<file path="src/rtl/rr_validready_arbiter.sv">
// N-to-1 packet-aware round-robin arbiter feeding a registered one-entry valid/ready stage.
// A grant is held from a packet's first beat until its last beat is accepted.
module rr_validready_arbiter #(
    parameter  int N     = 4,
    parameter  int WIDTH = 32,
    localparam int IW    = $clog2(N)
) (
    input  logic               clk,
    input  logic               rst_n,
    input  logic [N-1:0]       up_valid,
    input  logic [N-1:0]       up_last,
    input  logic [N*WIDTH-1:0] up_data,
    output logic [N-1:0]       up_ready,
    output logic               down_valid,
    output logic               down_last,
    output logic [WIDTH-1:0]   down_data,
    output logic [IW-1:0]      down_src,
    input  logic               down_ready,
    output logic               locked
);

    logic             r_down_valid;
    logic             r_down_last;
    logic [WIDTH-1:0] r_down_data;
    logic [IW-1:0]    r_down_src;
    logic             r_locked;
    logic [IW-1:0]    r_ptr;
    logic [IW-1:0]    r_owner;

    logic             w_accept;
    logic             w_arb_valid;
    logic [IW-1:0]    w_arb_idx;
    logic             w_grant_valid;
    logic [IW-1:0]    w_winner;
    logic             w_up_fire;
    logic [IW-1:0]    w_ptr_next;

    // Ready is held low while reset is asserted so no requester sees a handshake mid-reset.
    assign w_accept = rst_n & (~r_down_valid | down_ready);

    // NOTE: every variable written in always_comb gets a default first, so no path infers a latch.
    always_comb begin
        w_arb_valid = 1'b0;
        w_arb_idx   = '0;
        for (int k = 0; k < N; k++) begin
            if (!w_arb_valid && up_valid[(int'(r_ptr) + k) % N]) begin
                w_arb_valid = 1'b1;
                w_arb_idx   = IW'((int'(r_ptr) + k) % N);
            end
        end
    end

    // While locked the owner keeps the grant; its valid dropping just pauses the packet.
    assign w_winner      = r_locked ? r_owner : w_arb_idx;
    assign w_grant_valid = r_locked ? up_valid[r_owner] : w_arb_valid;
    assign w_up_fire     = w_accept & w_grant_valid;
    assign w_ptr_next    = (w_winner == IW'(N - 1)) ? '0 : w_winner + 1'b1;

    always_comb begin
        up_ready = '0;
        if (w_up_fire) begin
            up_ready[w_winner] = 1'b1;
        end
    end

    // NOTE: sequential state uses non-blocking assignments so all registers update from pre-edge values.
    always_ff @(posedge clk or negedge rst_n) begin
        if (!rst_n) begin
            r_down_valid <= 1'b0;
            r_down_last  <= 1'b0;
            r_down_data  <= '0;
            r_down_src   <= '0;
            r_locked     <= 1'b0;
            r_ptr        <= '0;
            r_owner      <= '0;
        end else if (w_up_fire) begin
            // A new beat may overwrite a draining one in the same edge: no bubble.
            r_down_valid <= 1'b1;
            r_down_last  <= up_last[w_winner];
            r_down_data  <= up_data[int'(w_winner) * WIDTH +: WIDTH];
            r_down_src   <= w_winner;
            if (up_last[w_winner]) begin
                r_locked <= 1'b0;
                r_ptr    <= w_ptr_next;
            end else begin
                r_locked <= 1'b1;
                r_owner  <= w_winner;
            end
        end else if (r_down_valid && down_ready) begin
            r_down_valid <= 1'b0;
        end
    end

    assign down_valid = r_down_valid;
    assign down_last  = r_down_last;
    assign down_data  = r_down_data;
    assign down_src   = r_down_src;
    assign locked     = r_locked;

endmodule

</file>
<file path="config.mk">
export PLATFORM = sky130hd
export DESIGN_NAME = rr_validready_arbiter
export DESIGN_NICKNAME = d
export VERILOG_FILES = /design/src/rtl/rr_validready_arbiter.sv
export SDC_FILE = /design/constraint.sdc
export NUM_CORES = 1
export LEC_CHECK = 0
export ABC_AREA = 0
export CAP_MARGIN = 10
export CORE_ASPECT_RATIO = 0.6
export CORE_MARGIN = 2
export CORE_UTILIZATION = 39
export DETAILED_ROUTE_END_ITERATION = 8
export PLACE_DENSITY_LB_ADDON = 0.1
export SLEW_MARGIN = 20
export SYNTH_ARGS = -nofsm -noshare
export SYNTH_HDL_FRONTEND = slang
export SYNTH_SLANG_ARGS = --single-unit
</file>
<file path="constraint.sdc">
create_clock -name clk -period 3.6 [get_ports clk]
set_input_delay 0.36 -clock clk [delete_from_list [all_inputs] [get_ports clk]]
set_output_delay 0.36 -clock clk [all_outputs]
set_load 0.01 [all_outputs]
</file>
==> results of run 1 <==
-- report_power, final --
part / switching [mW] / internal (mW) / leakage, nW
clock network: 0.171 / 0.346 / 0.0841
registers: 0.155 / 0.687 / 0.500
logic: 1.01 / 1.11 / 1.44
-- worst paths after layout --
check                              start       endpoint  slack, ps
max in group asynchronous          rst_n   down_data[0]       3010
hold / removal                     rst_n  down_data[28]        210
min in group clk           down_data[12]  down_data[12]        490
setup / recovery             up_valid[2]    up_ready[2]        300
setup reg to reg                r_ptr[1]     r_owner[1]       1050
hold reg to reg            down_data[12]  down_data[12]        490
-- flip-flops by register name, summed over array words and instances (netlist names) --
register / cells
down_data: 32
r_owner: 2
down_src: 2
r_ptr: 2
down_valid: 1
down_last: 1
locked: 1
-- cells by family after synthesis --
kind of cell / count (synthesis)
AOI/OAI and AO/OA: 56
muxes: 73
adders and majority gates: 4
and+or+nand+nor: 59
buffers and inverters: 23
DFF: 41
-- final cells by class --
class / instances / area [µm²] / area share [%]
Inverter: 4 / 16.3 / 0.344
Multi-Input combinational cell: 192 / 1540 / 32.4
Sequential cell: 41 / 1030 / 21.7
Clock inverter: 1 / 30.0 / 0.634
Tap cell: 87 / 109 / 2.30
Clock buffer: 7 / 143 / 3.01
Timing Repair Buffer: 189 / 1870 / 39.6
-- per-stage QoR --
step | cells | hold slack, ps | util (%) | total power, mW | setup WS (ps)
floorplan | 256 | 64.4 | - | 2.09 | 1360
global placement | 513 | 464 | 68.6 | 2.93 | 486
detailed placement | 513 | 471 | 68.6 | 2.98 | 335
CTS | 521 | 238 | 71.2 | 3.52 | 335
global route | 521 | 272 | 71.2 | 3.73 | 190
finish | 521 | 208 | 71.2 | 3.48 | 302
-- cell usage after synthesis (all sizes together) --
cell type	n
mux2i	66
nand2	44
dfrtp	41
o221ai	32
buf	11
clkbuf	8
mux2	7
a21oi	4
and2	4
ha	4
inv	4
o21ai	4
a221oi	3
nor2	3
nor2b	3
a21o	2
a31o	2
a32o	2
nand3	2
o2bb2ai	2
a211oi	1
a221o	1
and3	1
nand2b	1
o211ai	1
o21bai	1
o221a	1
or4	1
-- metal layers --
layer	vias to the layer above	global-route usage (%)	part of all wire [%]
li1	1329	-	-
met1	1335	30.7	43
met2	124	41.2	47
met3	8	8.77	9.7
met4	0	6.72	0.94
met5	-	0	0
-- cell usage in the layout (no fill, tap or decap) --
master,count
sky130_fd_sc_hd__clkdlybuf4s50_1,178
sky130_fd_sc_hd__mux2i_1,65
sky130_fd_sc_hd__nand2_1,44
sky130_fd_sc_hd__dfrtp_1,41
sky130_fd_sc_hd__o221ai_1,32
sky130_fd_sc_hd__buf_4,9
sky130_fd_sc_hd__mux2_2,5
sky130_fd_sc_hd__clkbuf_16,5
sky130_fd_sc_hd__a21oi_1,4
sky130_fd_sc_hd__and2_1,4
sky130_fd_sc_hd__ha_1,4
sky130_fd_sc_hd__nor2_1,3
sky130_fd_sc_hd__inv_1,3
sky130_fd_sc_hd__nor2b_1,3
sky130_fd_sc_hd__a221oi_2,3
sky130_fd_sc_hd__mux2_1,2
sky130_fd_sc_hd__a21o_1,2
sky130_fd_sc_hd__a32o_1,2
sky130_fd_sc_hd__nand3_1,2
sky130_fd_sc_hd__a31o_1,2
sky130_fd_sc_hd__o21ai_0,2
sky130_fd_sc_hd__o2bb2ai_1,2
sky130_fd_sc_hd__a221o_1,1
sky130_fd_sc_hd__o21ai_2,1
sky130_fd_sc_hd__clkinv_2,1
sky130_fd_sc_hd__a211oi_2,1
sky130_fd_sc_hd__or4_1,1
sky130_fd_sc_hd__nand2b_1,1
sky130_fd_sc_hd__o211ai_1,1
sky130_fd_sc_hd__and3_1,1
sky130_fd_sc_hd__o21bai_2,1
sky130_fd_sc_hd__mux2i_2,1
sky130_fd_sc_hd__o21ai_1,1
sky130_fd_sc_hd__o221a_2,1
sky130_fd_sc_hd__clkbuf_1,1
sky130_fd_sc_hd__bufinv_16,1
sky130_fd_sc_hd__clkbuf_8,1
sky130_fd_sc_hd__buf_2,1
sky130_fd_sc_hd__buf_12,1
==> parameters.txt, run 1 <==
Parameter                              Value

STA
  Achievable Freq    0.303 GHz
  Max-slew headroom    ~60%
  Number of max-slew violations in the final report    0
  RSZ-0062 raised after global routing    false
  Clock Skew    6.17 ps
  Setup tns final    0 ps
  Slew at the pin closest to its max-slew limit    601 ps
  Fin crit period    3300 ps
  Final setup violation count    0
  Final hold violation count    0
  Period utilisation layout    91.6%

GRT
  Largest net degree at the start of global routing    43
  Global route overflow    0
  Via count of the first global-routing pass    ~2,800
  GRT Overall Usage    24.5%
  Initial antenna violation count    0
  First-pass GRT wire length    14,400 µm

Setup path
  Largest fanout on the critical path    6
  Cells along the critical path    clkdlybuf4s50_1, nor2b_1, a221oi_2, a211oi_2, a21oi_1, inv_1, ha_1, and2_1, clkdlybuf4s50_1
  Worst path bufs/invs    3
  Critical path arrival    2940 ps
  Reg2reg path depth    8
  Endpoint kind of the worst setup timing path    output port
  Largest stage delay on the critical path    520 ps
  CP Depth    9
  Top cell by count, worst path    sky130_fd_sc_hd__clkdlybuf4s50_1
  Kind of start point of the critical path    input port
  Delay-heaviest family, CP    buffers and inverters
  Required @ worst endpoint    3240 ps
  Crit path max-delay cell type    sky130_fd_sc_hd__clkdlybuf4s50_1
  Setup CP Type    in2out

Hold path
  Worst hold-check path type    in2async

Layout
  Layout Cell Area excl Fill    4730 µm²
  Layout fillers    ~500
  # nets final    about 580
  Fraction of final layout cells with drive strength greater than 1    7.37%
  Antenna Cells    0
  Area overhead of the layout relative to synthesis    77.7%

Floorplanning
  Boundary Pins    180
  Initial Util    40.1%
  Die W    111 µm
  Vert. Die Dim    68.0 µm
  FP Rows    23
  Area inside the core boundary    approximately 6600 µm²
  Total die area    7530 µm²

Synthesis
  Combinational family with the most area after synthesis    multiplexers
  Post-Synth Simple-Gate Area    9.39%
  XOR/XNOR Fraction of Synth Area    0%
  Synth Cell Area    2660 µm²
  Largest area contributor in the netlist    sky130_fd_sc_hd__dfrtp_1
  Area fraction in compound gates after synthesis    18.3%
  Gate count of the mapped netlist    256
  Fraction of synthesized area in multiplexers    approximately 28%
  Yosys warnings    0
  Area share of the largest cell type after synthesis    38.5%
  Mean Syn Cell Area    around 10 µm²
  Adder and majority gate portion of the synthesized area    under 10%
  Post-Synthesis Net Count    ~400
  Number of register bits inferred by synthesis    between 40 and 50
  Largest cells by area after synthesis    sky130_fd_sc_hd__dfrtp_1 (39%), sky130_fd_sc_hd__mux2i_1 (24%), sky130_fd_sc_hd__o221ai_1 (11%)
  Share of the yosys chip area belonging to registers    38.5%
  Count of cell types in the netlist    34

Place
  Placement Cell Area    4560 µm²
  IO Port Bufs    approximately 180
  Placed wire-length estimate    7000 µm
  Final weighted congestion of routability-driven global placement    0.850

Clock network
  Hold buffer count at cts    0
  TritonCTS clock tree    built
  Setup repair bufs after CTS    0
  # resized after CTS    0
  Clock root buffer    sky130_fd_sc_hd__clkbuf_16
  Clock input transition at the sequential cells of the worst setup and hold paths    60 ps
  Max clock buf depth    2
  CTS Buf Count    5
  Number of clock sinks    41
  Htree depth    2
  Clock latency on the worst-skew pair    280 ps

Drt
  Remaining DRCs    0
  Iter 0 DRT Violations    138
  Average via count per standard cell    5.37
  Count of TritonRoute iterations in the first routing pass    4
  Routed Antenna Nets    0
  Detail-routed net length per standard cell    17.5 µm
  Via count    2,796
  Aggregate routed wire length    between 9000 and 10,000 µm

Run
  Number of max-cap violations    0

Power and ir drop
  Total power density per cell area    735 nW/µm²
  Maximum vdd ir drop    0.428 mV
  Leakage power of the design    2.02 nW

Run status
  Result of the run    complete, no violations
(Power assumes the default switching activity.)
==> run 2: changes to the inputs <==
--- a/config.mk
+++ b/config.mk
@@ -5,11 +5,11 @@
 export SDC_FILE = /design/constraint.sdc
 export NUM_CORES = 1
 export LEC_CHECK = 0
-export ABC_AREA = 0
+export ABC_AREA = 1
 export CAP_MARGIN = 10
 export CORE_ASPECT_RATIO = 0.6
 export CORE_MARGIN = 2
-export CORE_UTILIZATION = 39
+export CORE_UTILIZATION = 38
 export DETAILED_ROUTE_END_ITERATION = 8
 export PLACE_DENSITY_LB_ADDON = 0.1
 export SLEW_MARGIN = 20
==> constraint.sdc (replaced) <==
create_clock -name clk -period 3.4 [get_ports clk]
set_input_delay 0.34 -clock clk [delete_from_list [all_inputs] [get_ports clk]]
set_output_delay 0.34 -clock clk [all_outputs]
set_load 0.01 [all_outputs]
==> run 2 against run 1 <==
Clock skew down 2.3 ps. Global-route usage down 0.41 points. Worst setup slack worse by 83 ps. Routed wire length up 18%. Hold slack worse by 37 ps. Register-to-register slack worse by 280 ps. Total power up 37%. Synthesized cell count up 95%. Combinational power up 58%. Critical path type is now reg2out.
==> parameters.txt, run 2 <==
Parameter                              Value

Synthesis
  Commonest cells post-synth    sky130_fd_sc_hd__nand2_1 (265), sky130_fd_sc_hd__nand3_1 (119), sky130_fd_sc_hd__dfrtp_1 (41), sky130_fd_sc_hd__inv_1 (17), sky130_fd_sc_hd__buf_2 (13)
  Area share of the largest cell type after synthesis    between 30% and 40%
  Most used standard cell by instance count after synthesis    sky130_fd_sc_hd__nand2_1
  Number of enable flip-flop cells after synthesis    0
  Number of register bits inferred by synthesis    41
  Yosys warnings    0
  Synth Cell Area    a little over 3000 µm²
  Mean Syn Cell Area    6.06 µm²
  Gate count of the mapped netlist    500
  Post-Synthesis Net Count    ~640
  Largest area contributor in the netlist    sky130_fd_sc_hd__dfrtp_1
  Largest cells by area after synthesis    sky130_fd_sc_hd__dfrtp_1 (34%), sky130_fd_sc_hd__nand2_1 (33%), sky130_fd_sc_hd__nand3_1 (20%)
  Most instantiated flip-flop cell in the synthesis netlist    sky130_fd_sc_hd__dfrtp_1
  Async set or reset register ratio after synthesis    100%
  Count of cell types in the netlist    20
  Share of the yosys chip area belonging to registers    33.9%

STA
  Final setup violation count    0
  Setup tns final    0 ps
  Final hold violation count    0
  RSZ-0062 raised after global routing    false
  Slew at the pin closest to its max-slew limit    528 ps
  Period utilisation layout    93.6%
  Max-slew headroom    between 60% and 70%
  Achievable Freq    roughly 0.31 GHz
  Number of max-slew violations in the final report    0
  Clock Skew    3.87 ps
  Worst hold margin    roughly 170 ps
  Fin crit period    3180 ps

Layout
  # nets final    810
  Commonest cells after routing, fill and taps aside    sky130_fd_sc_hd__nand2_1 (265), sky130_fd_sc_hd__clkdlybuf4s50_1 (178), sky130_fd_sc_hd__nand3_1 (119)
  Area overhead of the layout relative to synthesis    65.9%
  Antenna Cells    0
  Leading cell type in the layout, fill and taps excluded    sky130_fd_sc_hd__nand2_1
  Layout Cell Area excl Fill    5030 µm²
  Fraction of final layout cells with drive strength greater than 1    under 10%
  Max reg flops    32
  Layout fillers    around 680

GRT
  Initial antenna violation count    0
  GRT Overall Usage    24.1%
  Via count of the first global-routing pass    3,420
  Largest net degree at the start of global routing    45
  Global route overflow    0
  First-pass GRT wire length    16,800 µm

Power and ir drop
  Maximum vdd ir drop    0.587 mV
  Sequential share of power    18.9%
  Leakage power of the design    2.44 nW
  Gate power share    70.3%
  Total power density per cell area    951 nW/µm²
  Clock share of power    about 11%
  Switching component of the power    2.38 mW
  Sw frac    49.8%
  Total power    approximately 4.8 mW
  Internal power component    2.40 mW

Run status
  Result of the run    complete, no violations

Hold path
  Worst hold-check path type    in2async

Setup path
  Delay-heaviest family, CP    buffers and inverters
  Setup CP Type    reg2out
  Required @ worst endpoint    3060 ps
  Endpoint kind of the worst setup timing path    output port
  Kind of start point of the critical path    flip-flop
  Largest fanout on the critical path    13
  Largest stage delay on the critical path    between 500 and 600 ps
  Crit path max-delay cell type    sky130_fd_sc_hd__clkdlybuf4s50_1
  Worst path bufs/invs    4
  Critical path arrival    2840 ps
  Cells along the critical path    inv_2, nand2_1, nand3_1, nand2_1, nor2_1, nand3_1, nand3_1, nand2_1, nand2_2, buf_4, ha_1, inv_1, nor2_1, clkdlybuf4s50_1

Place
  IO Port Bufs    179
  Placed wire-length estimate    7980 µm
  Placement Cell Area    4860 µm²
  Final weighted congestion of routability-driven global placement    0.988

Floorplanning
  Area inside the core boundary    about 7800 µm²
  Initial Util    38.9%
  FP Rows    25
  Vert. Die Dim    73.2 µm
  Die W    119 µm
  Total die area    8730 µm²
  Boundary Pins    180

Clock network
  Clock root buffer    sky130_fd_sc_hd__clkbuf_16
  Number of clock sinks    41
  TritonCTS clock tree    built
  Htree depth    2
  Clock latency on the worst-skew pair    280 ps
  Clock input transition at the sequential cells of the worst setup and hold paths    60 ps
  Max clock buf depth    2
  CTS Buf Count    5

Run
  Number of max-cap violations    0

Drt
  Detail-routed net length per standard cell    13.8 µm
  Count of TritonRoute iterations in the first routing pass    5
  Via count    3,821
  Remaining DRCs    0
  Average via count per standard cell    4.93
  Iter 0 DRT Violations    217
  Routed Antenna Nets    0
  Aggregate routed wire length    10,700 µm
run 2: through the flow:
step / setup WS (ps) / util (%) / std cells
after floorplan: 1190 / - / 500
after global placement: 331 / 62.5 / 768
after detailed placement: 288 / 62.5 / 768
after CTS: 143 / 64.5 / 775
after global routing: 9.36 / 64.5 / 775
final: 219 / 64.5 / 775
run 2: worst paths after layout:
kind	startpoint	to	slack, ps	cells after the start
worst max-delay path	r_ptr[0]	up_ready[3]	220	14
worst min-delay path	rst_n	down_valid	170	2
worst max register to register	r_ptr[0]	locked	770	15
worst min register to register	down_data[12]	down_data[12]	480	2
max in group asynchronous	rst_n	r_ptr[0]	2840	2
min in group clk	down_data[12]	down_data[12]	480	2
run 2: cell type report:
type                            instances  area, µm²  area share, %
Timing Repair Buffer                  189       1860           37.0
Multi-Input combinational cell        407       1760           34.9
Clock buffer                            5        125           2.49
Tap cell                              108        135           2.69
Sequential cell                        41       1030           20.4
Inverter                               23       87.6           1.74
Clock inverter                          2       35.0          0.697
run 2: logic make-up (layout without fill, tap and decap cells):
group | count (synthesis) | in the layout | synth area share (%)
simple gates | 397 | 397 | 55.0
buf+inv | 52 | 219 | 8.46
flops | 41 | 41 | 33.9
compound gates | 6 | 6 | 1.07
fa+ha+maj | 4 | 4 | 1.65
run 2: power by group through the flow:
stage	clock [mW]	sequential, mW	combinational (mW)
after global placement	0	0.893	3.29
after floorplan	0	0.968	2.17
final	0.520	0.901	3.36
after global routing	0.550	0.930	3.76
after detailed placement	0	0.900	3.37
after CTS	0.531	0.897	3.37
run 2: metal layers:
metal	up-vias	track usage [%]	part of all wire, %
met3	8	6.25	9.5
met2	175	39.5	45
li1	1921	-	-
met4	0	6.22	0.95
met5	-	0	0
met1	1717	32.3	44
run 2: timing repair:
item	in CTS	in global routing
resized for setup	0	2
hold buffers	0	0
setup buffers	0	0
setup endpoints to repair	0	4
==> run 3: changes to the inputs <==
--- a/config.mk
+++ b/config.mk
@@ -11,7 +11,7 @@
 export CORE_MARGIN = 2
 export CORE_UTILIZATION = 38
 export DETAILED_ROUTE_END_ITERATION = 8
-export PLACE_DENSITY_LB_ADDON = 0.1
+export PLACE_DENSITY = 0.81
 export SLEW_MARGIN = 20
 export SYNTH_ARGS = -nofsm -noshare
 export SYNTH_HDL_FRONTEND = slang
==> run 3 against run 2 <==
Clock power down 4%. Maximum frequency is 0.13% higher. Critical path depth did not move. Clock skew grew 3.1 ps. Count of clock-buffer cells in the layout is 2 higher. Register-to-register slack about the same. First-iteration DRC count increased by 14%. Hold slack worse by 17 ps. Non-clock buffer count grew 1. Critical path type unchanged. Largest power group unchanged. Highest routed layer unchanged.
==> parameters.txt, run 3 (same netlist as run 2, synthesis figures left out) <==
Parameter                              Value

Floorplanning
  Boundary Pins    180
  Total die area    8730 µm²
  FP Rows    25
  Initial Util    38.9%
  Die W    119 µm
  Area inside the core boundary    7790 µm²
  Vert. Die Dim    between 70 and 80 µm

Drt
  Routed Antenna Nets    0
  Remaining DRCs    0
  Average via count per standard cell    4.88
  Aggregate routed wire length    10,900 µm
  Count of TritonRoute iterations in the first routing pass    4
  Iter 0 DRT Violations    248
  Detail-routed net length per standard cell    14.1 µm
  Via count    3,791

Setup path
  Required @ worst endpoint    between 3000 and 4000 ps
  Setup CP Type    reg2out
  Reg2reg path depth    15
  Worst setup path end    up_ready[2]
  R2R Path Start    r_ptr[0]
  Endpoint kind of the worst setup timing path    output port
  Kind of start point of the critical path    flip-flop
  End of the worst register-to-register path    locked
  Largest fanout on the critical path    13
  Critical path arrival    2840 ps
  Minimum setup slack among reg-to-reg paths    760 ps
  Worst Setup SP    r_ptr[0]

Clock network
  Htree depth    2
  Max clock buf depth    2
  Number of clock sinks    41
  Hold buffer count at cts    0
  Clock root buffer    sky130_fd_sc_hd__clkbuf_16
  Clock input transition at the sequential cells of the worst setup and hold paths    60 ps
  CTS Buf Count    5
  # resized after CTS    0
  Setup repair bufs after CTS    0
  TritonCTS clock tree    built
  Clock latency on the worst-skew pair    280 ps

GRT
  Largest net degree at the start of global routing    42
  First-pass GRT wire length    17,300 µm
  GRT Overall Usage    roughly a quarter
  Global route overflow    0
  Initial antenna violation count    0
  Via count of the first global-routing pass    3,526

Hold path
  Worst hold-check path type    in2async

STA
  Final setup violation count    0
  Period utilisation layout    93.5%
  Final hold violation count    0
  Fin crit period    approximately 3200 ps
  Setup tns final    0 ps
  RSZ-0062 raised after global routing    false
  Max-slew headroom    64.9%
  Clock Skew    6.93 ps
  Achievable Freq    0.315 GHz
  Number of max-slew violations in the final report    0
  Slew at the pin closest to its max-slew limit    526 ps

Place
  Final weighted congestion of routability-driven global placement    around 0.95
  IO Port Bufs    179
  Placement Cell Area    4870 µm²
  Placed wire-length estimate    between 8000 and 9000 µm

Layout
  Fraction of final layout cells with drive strength greater than 1    4.93%
  Antenna Cells    0
  Layout fillers    just under 700
  Leading cell type in the layout, fill and taps excluded    sky130_fd_sc_hd__nand2_1
  Area overhead of the layout relative to synthesis    66.4%
  Max reg flops    32
  Footprint of the multi-input gates    approximately 1800 µm²
  Commonest cells after routing, fill and taps aside    sky130_fd_sc_hd__nand2_1 (265), sky130_fd_sc_hd__clkdlybuf4s50_1 (178), sky130_fd_sc_hd__nand3_1 (119)
  FF/Latch Area    1030 µm²
  Layout Cell Area excl Fill    5040 µm²
  # nets final    between 800 and 900

Power and ir drop
  Total power density per cell area    951 nW/µm²
  Maximum vdd ir drop    0.429 mV
  Leakage power of the design    2.45 nW

Run
  Number of max-cap violations    0

Run status
  Result of the run    complete, no violations
==> run 3: cell count changes in the layout (fill, tap and decap cells not counted), sizes merged <==
| cell | previous run | this run |
|---|---|---|
| clkbuf | 5 | 7 |
| clkinv | 2 | 1 |
| inv | 22 | 23 |
| buf | 11 | 12 |
| bufinv | 1 | 0 |
==> run 3: report_power, final <==
group | switching [mW] | total (mW) | internal [mW]
Combinational | 2.06 | 3.40 | 1.33
Sequential | 0.163 | 0.898 | 0.735
Clock | 0.190 | 0.501 | 0.311
Total | 2.41 | 4.79 | 2.38
==> run 3: stage by stage <==
step                std cells  power [mW]  utilization (%)  hold WS, ps  setup slack, ps
finish                    777        4.79             64.7          154              223
global route              777        5.28             64.7          212             2.71
CTS                       777        4.79             64.6          180              103
detailed placement        769        4.27             62.6          465              199
global placement          769        4.19             62.6          460              270
floorplan                 500        3.14                -         44.4             1190
==> run 3: layer usage <==
metal | vias up | wire length (µm) | GRT usage [%]
met1 | 1684 | 4900 | 33.7
met2 | 173 | 4840 | 40.3
met3 | 10 | 1050 | 6.48
li1 | 1924 | - | -
met4 | 0 | 129 | 6.35
met5 | - | 0 | 0
==> run 3: final cells by class <==
| type | count | area share, % |
|---|---|---|
| clock buffer | 7 | 3.03 |
| clock inverter | 1 | 0.0993 |
| inverter | 23 | 1.86 |
| multi-input combinational | 407 | 34.8 |
| sequential | 41 | 20.4 |
| tap | 108 | 2.68 |
| timing repair buffer | 190 | 37.1 |
==> run 3: worst max-delay path, stage by stage, from the launching register on <==
cell and delay, ps:
sky130_fd_sc_hd__dfrtp_2 480, sky130_fd_sc_hd__inv_2 170, sky130_fd_sc_hd__nand2_1 110, sky130_fd_sc_hd__nand3_1 100, sky130_fd_sc_hd__nand2_1 90, sky130_fd_sc_hd__nor2_1 180
sky130_fd_sc_hd__nand3_1 100, sky130_fd_sc_hd__nand3_1 70, sky130_fd_sc_hd__nand2_1 60, sky130_fd_sc_hd__nand2_2 180, sky130_fd_sc_hd__buf_6 190, sky130_fd_sc_hd__ha_1 150
sky130_fd_sc_hd__inv_1 30, sky130_fd_sc_hd__nor2_1 90, sky130_fd_sc_hd__clkdlybuf4s50_1 540
==> run 3: how the worst min path moves through the flow <==
stage	cells past startpoint	to	startpoint	slack, ps
2_1_floorplan	0	down_data[0]	rst_n	40
5_1_grt	2	down_valid	rst_n	210
4_1_cts	2	down_valid	rst_n	180
3_5_place_dp	2	down_data[28]	down_data[28]	460
3_3_place_gp	2	down_data[19]	down_data[19]	460
6_report	2	down_valid	rst_n	150
